==> config.mk <==
export PLATFORM = sky130hd
export DESIGN_NAME = store_queue
export DESIGN_NICKNAME = d
export VERILOG_FILES = /design/src/rtl/store_queue.sv
export SDC_FILE = /design/constraint.sdc
export NUM_CORES = 1
export LEC_CHECK = 0
export CORE_ASPECT_RATIO = 0.75
export CORE_MARGIN = 2
export CORE_UTILIZATION = 45
export DETAILED_ROUTE_END_ITERATION = 6
export PLACE_DENSITY_LB_ADDON = 0.3
export SLEW_MARGIN = 20
export SYNTH_ARGS = -nofsm -noshare
export SYNTH_HDL_FRONTEND = slang
export SYNTH_SLANG_ARGS = --single-unit
==> constraint.sdc <==
create_clock -name clock -period 22.3 [get_ports clock]
set_clock_uncertainty 0.1 [all_clocks]
set_input_delay 2.23 -clock clock [delete_from_list [all_inputs] [get_ports clock]]
set_output_delay 2.23 -clock clock [all_outputs]
set_load 0.005 [all_outputs]
==> src/rtl/store_queue.sv <==
`default_nettype none
// store_queue: circular 2-wide store queue between dispatch, ROB retire and the D-cache write port.
// Rev 1.0 - initial release
module store_queue #(
    parameter int NUM_SQ    = 8,
    parameter int NUM_SUPER = 2,
    parameter int SQ_W      = $clog2(NUM_SQ)
) (
    input  logic                      clock,
    input  logic                      reset,
    input  logic                      en,
    input  logic                      dispatch_en,
    input  logic [NUM_SUPER-1:0]      dispatch_wr_mem,
    output logic                      SQ_ready,
    output logic [NUM_SUPER*SQ_W-1:0] SQ_idx,
    output logic [SQ_W:0]             SQ_tail,
    input  logic                      ex_en,
    input  logic [SQ_W-1:0]           ex_sq_idx,
    input  logic [63:0]               ex_addr,
    input  logic [63:0]               ex_data,
    input  logic [NUM_SUPER-1:0]      retire_wr_mem,
    input  logic [NUM_SUPER-1:0]      retire_en,
    output logic [NUM_SUPER-1:0]      retire_valid,
    input  logic                      rollback_en,
    input  logic [SQ_W:0]             rollback_sq_tail,
    output logic                      mem_req_valid,
    output logic [63:0]               mem_req_addr,
    output logic [63:0]               mem_req_data,
    input  logic                      mem_req_ready
);
    localparam int            PW       = SQ_W + 1;
    localparam logic [PW-1:0] PTR_ONE  = PW'(1);
    localparam logic [PW-1:0] MAX_USED = PW'(NUM_SQ - 2);

    logic [PW-1:0]     head_q, head_d, rptr_q, rptr_d, tail_q, tail_d;
    logic [NUM_SQ-1:0] valid_q, valid_d;
    logic [NUM_SQ-1:0] addr_valid_q, addr_valid_d;
    logic [NUM_SQ-1:0] retired_q, retired_d;
    logic [63:0]       addr_q [NUM_SQ];
    logic [63:0]       data_q [NUM_SQ];

    logic [PW-1:0]     disp_ptr [NUM_SUPER];
    logic [PW-1:0]     disp_tail;
    logic [PW-1:0]     ret_ptr [NUM_SUPER];
    logic [PW-1:0]     ret_scan;
    logic [PW-1:0]     used;
    logic [PW-1:0]     squash_span;
    logic [PW-1:0]     squash_dist;
    logic [SQ_W-1:0]   k_idx;
    logic [SQ_W-1:0]   head_idx;
    logic              ex_fire;
    logic              drain_fire;

    assign head_idx      = head_q[SQ_W-1:0];
    assign used          = tail_q - head_q;
    assign SQ_ready      = (used <= MAX_USED);
    assign SQ_tail       = tail_q;
    assign mem_req_valid = en & valid_q[head_idx] & retired_q[head_idx];
    assign mem_req_addr  = addr_q[head_idx];
    assign mem_req_data  = data_q[head_idx];
    assign drain_fire    = mem_req_valid & mem_req_ready;
    assign ex_fire       = en & ex_en & valid_q[ex_sq_idx] & ~retired_q[ex_sq_idx];

    // Slot i of a group targets the base pointer plus the number of stores in lower slots.
    always_comb begin
        disp_tail    = tail_q;
        ret_scan     = rptr_q;
        SQ_idx       = '0;
        retire_valid = '0;
        for (int i = 0; i < NUM_SUPER; i++) begin
            disp_ptr[i]            = disp_tail;
            SQ_idx[i*SQ_W +: SQ_W] = disp_tail[SQ_W-1:0];
            if (dispatch_wr_mem[i]) begin
                disp_tail = disp_tail + PTR_ONE;
            end
            ret_ptr[i]      = ret_scan;
            retire_valid[i] = ~retire_wr_mem[i] | addr_valid_q[ret_scan[SQ_W-1:0]];
            if (retire_wr_mem[i]) begin
                ret_scan = ret_scan + PTR_ONE;
            end
        end
    end

    always_comb begin
        head_d       = head_q;
        rptr_d       = rptr_q;
        tail_d       = tail_q;
        valid_d      = valid_q;
        addr_valid_d = addr_valid_q;
        retired_d    = retired_q;
        squash_span  = tail_q - rollback_sq_tail;
        squash_dist  = '0;
        k_idx        = '0;
        if (en) begin
            if (rollback_en) begin
                tail_d = rollback_sq_tail;
            end else if (dispatch_en) begin
                for (int i = 0; i < NUM_SUPER; i++) begin
                    if (dispatch_wr_mem[i]) begin
                        valid_d[disp_ptr[i][SQ_W-1:0]]      = 1'b1;
                        addr_valid_d[disp_ptr[i][SQ_W-1:0]] = 1'b0;
                        retired_d[disp_ptr[i][SQ_W-1:0]]    = 1'b0;
                    end
                end
                tail_d = disp_tail;
            end
            if (ex_fire) begin
                addr_valid_d[ex_sq_idx] = 1'b1;
            end
            // Squash after the execute write so a write to a squashed entry is lost.
            if (rollback_en) begin
                for (int k = 0; k < NUM_SQ; k++) begin
                    k_idx       = SQ_W'(k);
                    squash_dist = {1'b0, k_idx - rollback_sq_tail[SQ_W-1:0]};
                    if ((squash_dist < squash_span) && !retired_q[k]) begin
                        valid_d[k]      = 1'b0;
                        addr_valid_d[k] = 1'b0;
                    end
                end
            end
            for (int i = 0; i < NUM_SUPER; i++) begin
                if (retire_en[i] && retire_wr_mem[i]) begin
                    retired_d[ret_ptr[i][SQ_W-1:0]] = 1'b1;
                    rptr_d = rptr_d + PTR_ONE;
                end
            end
            if (drain_fire) begin
                valid_d[head_idx]      = 1'b0;
                addr_valid_d[head_idx] = 1'b0;
                retired_d[head_idx]    = 1'b0;
                head_d                 = head_q + PTR_ONE;
            end
        end
    end

    always_ff @(posedge clock or posedge reset) begin
        if (reset) begin
            head_q       <= '0;
            rptr_q       <= '0;
            tail_q       <= '0;
            valid_q      <= '0;
            addr_valid_q <= '0;
            retired_q    <= '0;
        end else begin
            head_q       <= head_d;
            rptr_q       <= rptr_d;
            tail_q       <= tail_d;
            valid_q      <= valid_d;
            addr_valid_q <= addr_valid_d;
            retired_q    <= retired_d;
        end
    end

    // Payload needs no reset: it is only observed behind the valid/retired flags.
    always_ff @(posedge clock) begin
        if (ex_fire) begin
            addr_q[ex_sq_idx] <= ex_addr;
            data_q[ex_sq_idx] <= ex_data;
        end
    end

endmodule
`default_nettype wire

==> flow_summary.json <==
{
  "status": "finished with violations",
  "violations": "design-rule violations",
  "fin_crit_sh": 0.3465,
  "cellPowerDensity_nw_per_um2": 118.3,
  "setup_viol": 0,
  "worst_path_largest_cell_delay_ns": 0.97,
  "worstPathRequired_ns": 19.97,
  "dp_hpwl_mm": 54.33,
  "cts_max_level": 3,
  "first_pass_iters": 7,
  "pre_cts_ws_ns": 15.04,
  "overflow": 0,
  "synth-edff-count": 1024,
  "cts_hold_buffers": 0,
  "syn_area_um2": 39880,
  "hold_path_depth": 1,
  "cts_tree": "yes",
  "post_cts.repair.setup_buffers": 0,
  "drc": 3,
  "place_congestion": 0.8575,
  "tightest_slew_ns": 1.141,
  "via_count": 22519,
  "clock_path_buffers": 3,
  "grt_max_degree": 130,
  "area_growth_syn_to_layout_pct": 18.61,
  "final_nets": 2694,
  "rows": 94,
  "cts_made_buffers": 100,
  "hold_violations": 0,
  "rr_worst_depth": 8,
  "reg2reg_from": "head_q[2]",
  "grt_pass1_vias": 22631,
  "clockRootBuffer": "clkbuf_16",
  "post_cts_resized": 0,
  "dieArea_um2": 91040,
  "tritoncts_num_sinks": 1059,
  "final_common_cell": "edfxtp_1",
  "cp-start-kind": "flop",
  "min_to": "head_q[3]",
  "timing.slew.headroom": 0.2375,
  "cp_slowest_cell": "buf_4",
  "layout_common_cells": "edfxtp_1 (1024), a22oi_1 (307), clkdlybuf4s50_1 (289)",
  "clk_latency_ns": 0.66,
  "max_clock_freq_ghz": 0.1294,
  "worst_ep_arrival_time_ns": 5.40,
  "ys.flop_type": "edfxtp_1",
  "clk_pin_slew_worst_paths_ns": 0.07,
  "grt_util_all_layers": 0.2199,
  "timing.final.crit_period_ns": 7.726,
  "r2r-end": "addr_valid_q[3]",
  "hold_class": "flop to flop",
  "avgSynthCellArea_um2": 17.95,
  "critPathMostFrequentCell": "buf_4",
  "critPathMaxFanout": 65,
  "die_w_um": 347.7,
  "grt_pass1_wl_mm": 148.5,
  "crit_family": "buffers and inverters",
  "synthesis.nets": 2395,
  "die_y_um": 261.8,
  "fillCellCount": 6799,
  "cp-end-kind": "output port",
  "yosys_warnings": 0,
  "synth.distinct_cells": 76,
  "finalSetupTns_ns": 0,
  "critPathLaunch": "head_q[1]",
  "first_iter_violations": 2405,
  "finalMaxSlewViolations": 0,
  "ant_nets": 0,
  "criticalPathCategory": "flop to output port",
  "netlist_instances": 2222,
  "final_layout_size_suffix_gt1_frac": 0.1043,
  "ios": 290,
  "rsz0062_at_grt": "no",
  "vias_per_cell": 5.989,
  "yosysSeqAreaShare": 0.7930,
  "leakage_nw": 15.02,
  "core_um2": 87740,
  "cap_violations": 0,
  "routedWlPerCell_um": 27.00,
  "antenna_found_initial": 24,
  "synthArstFlopShare": 0.03305,
  "worst-path-buf-inv": 4,
  "initial_utilization": 0.4545,
  "reg2reg_slack_ns": 18.40,
  "portBuffers": 289,
  "setup_slack_ns": 14.57,
  "cp_cell_sequence": "buf_4, nand2b_1, nor2_4, buf_4, buf_4, a22o_1, a221oi_1, nand3_1, clkdlybuf4s50_1",
  "ir_drop_v": 0.0001241,
  "drt_wl_total_mm": 101.5,
  "hp-start": "head_q[3]",
  "ys_ff_latch": 1059
}
-- cell usage after synthesis (all sizes together), types with 41 or more instances --
library cell | number | area share
a21oi | 41 | 0.0052
mux2 | 48 | 0.014
nor2 | 43 | 0.0041
nand2 | 60 | 0.0059
nand4 | 45 | 0.0071
clkbuf | 72 | 0.0068
edfxtp | 1024 | 0.77
nand3 | 67 | 0.0084
a222oi | 41 | 0.010
buf | 64 | 0.0080
a221oi | 48 | 0.011
a22oi | 307 | 0.058
-- flip-flops by register name (all words and copies together), names as in the netlist --
register      flops
data_q          512
valid_q           8
SQ_tail           4
retired_q         8
rptr_q            3
addr_q          512
addr_valid_q      8
head_q            4
-- per-layer routing --
metal  GRT usage  up-vias  wire (µm)
li1            -     9884          -
met1      0.3084    11595      43470
met2      0.3454      860      47300
met3     0.05323      152       8391
met4     0.06313       28       2191
met5           0        -        175
-- metrics by stage --
stage / util / area (µm²) / total power, mW / cells / hold slack (ns)
finish: 0.5391 / 47300 / 5.595 / 3760 / 0.3981
floorplan: - / 39880 / 3.089 / 2222 / 0.3656
detailed placement: 0.5024 / 44080 / 3.985 / 3571 / 0.3826
CTS: 0.5388 / 47280 / 5.642 / 3751 / 0.3956
global placement: 0.5024 / 44080 / 3.977 / 3571 / 0.3850
global route: 0.5390 / 47290 / 5.829 / 3757 / 0.4067
-- layout make-up --
type	count	area (µm²)	share of cell area
inverter	34	142.6	0.003016
timing repair buffer	333	3236	0.06841
tap	1152	1441	0.03047
clock buffer	135	2718	0.05745
antenna	9	22.52	0.0004761
sequential	1059	31630	0.6687
multi-input combinational	993	7636	0.1614
clock inverter	45	475.5	0.01005
-- logic make-up after synthesis --
family | synth area share
flip-flops | 0.7930
buffers and inverters | 0.01801
XOR/XNOR | 0.005052
AND/OR/NAND/NOR | 0.03621
multiplexers | 0.02648
adder cells (fa/ha/maj) | 0.008409
AO/OA/AOI/OAI | 0.1128
-- worst max-delay path by stage --
stage,endpoint,slack [ns],cells after the start
3_3_place_gp,mem_req_valid,15.01,5
2_1_floorplan,addr_valid_q[6],5.81,5
6_report,mem_req_addr[26],14.57,9
5_1_grt,mem_req_addr[30],14.25,9
4_1_cts,mem_req_addr[26],14.48,9
3_5_place_dp,mem_req_valid,15.04,5
-- power by group --
| group | leakage (nW) | internal [mW] | total, mW | switching (mW) |
|---|---|---|---|---|
| clock | 1.54 | 0.940 | 1.65 | 0.713 |
| combinational | 3.83 | 0.773 | 1.66 | 0.891 |
| sequential | 9.65 | 2.22 | 2.28 | 0.0627 |
(Power assumes the default switching activity.)
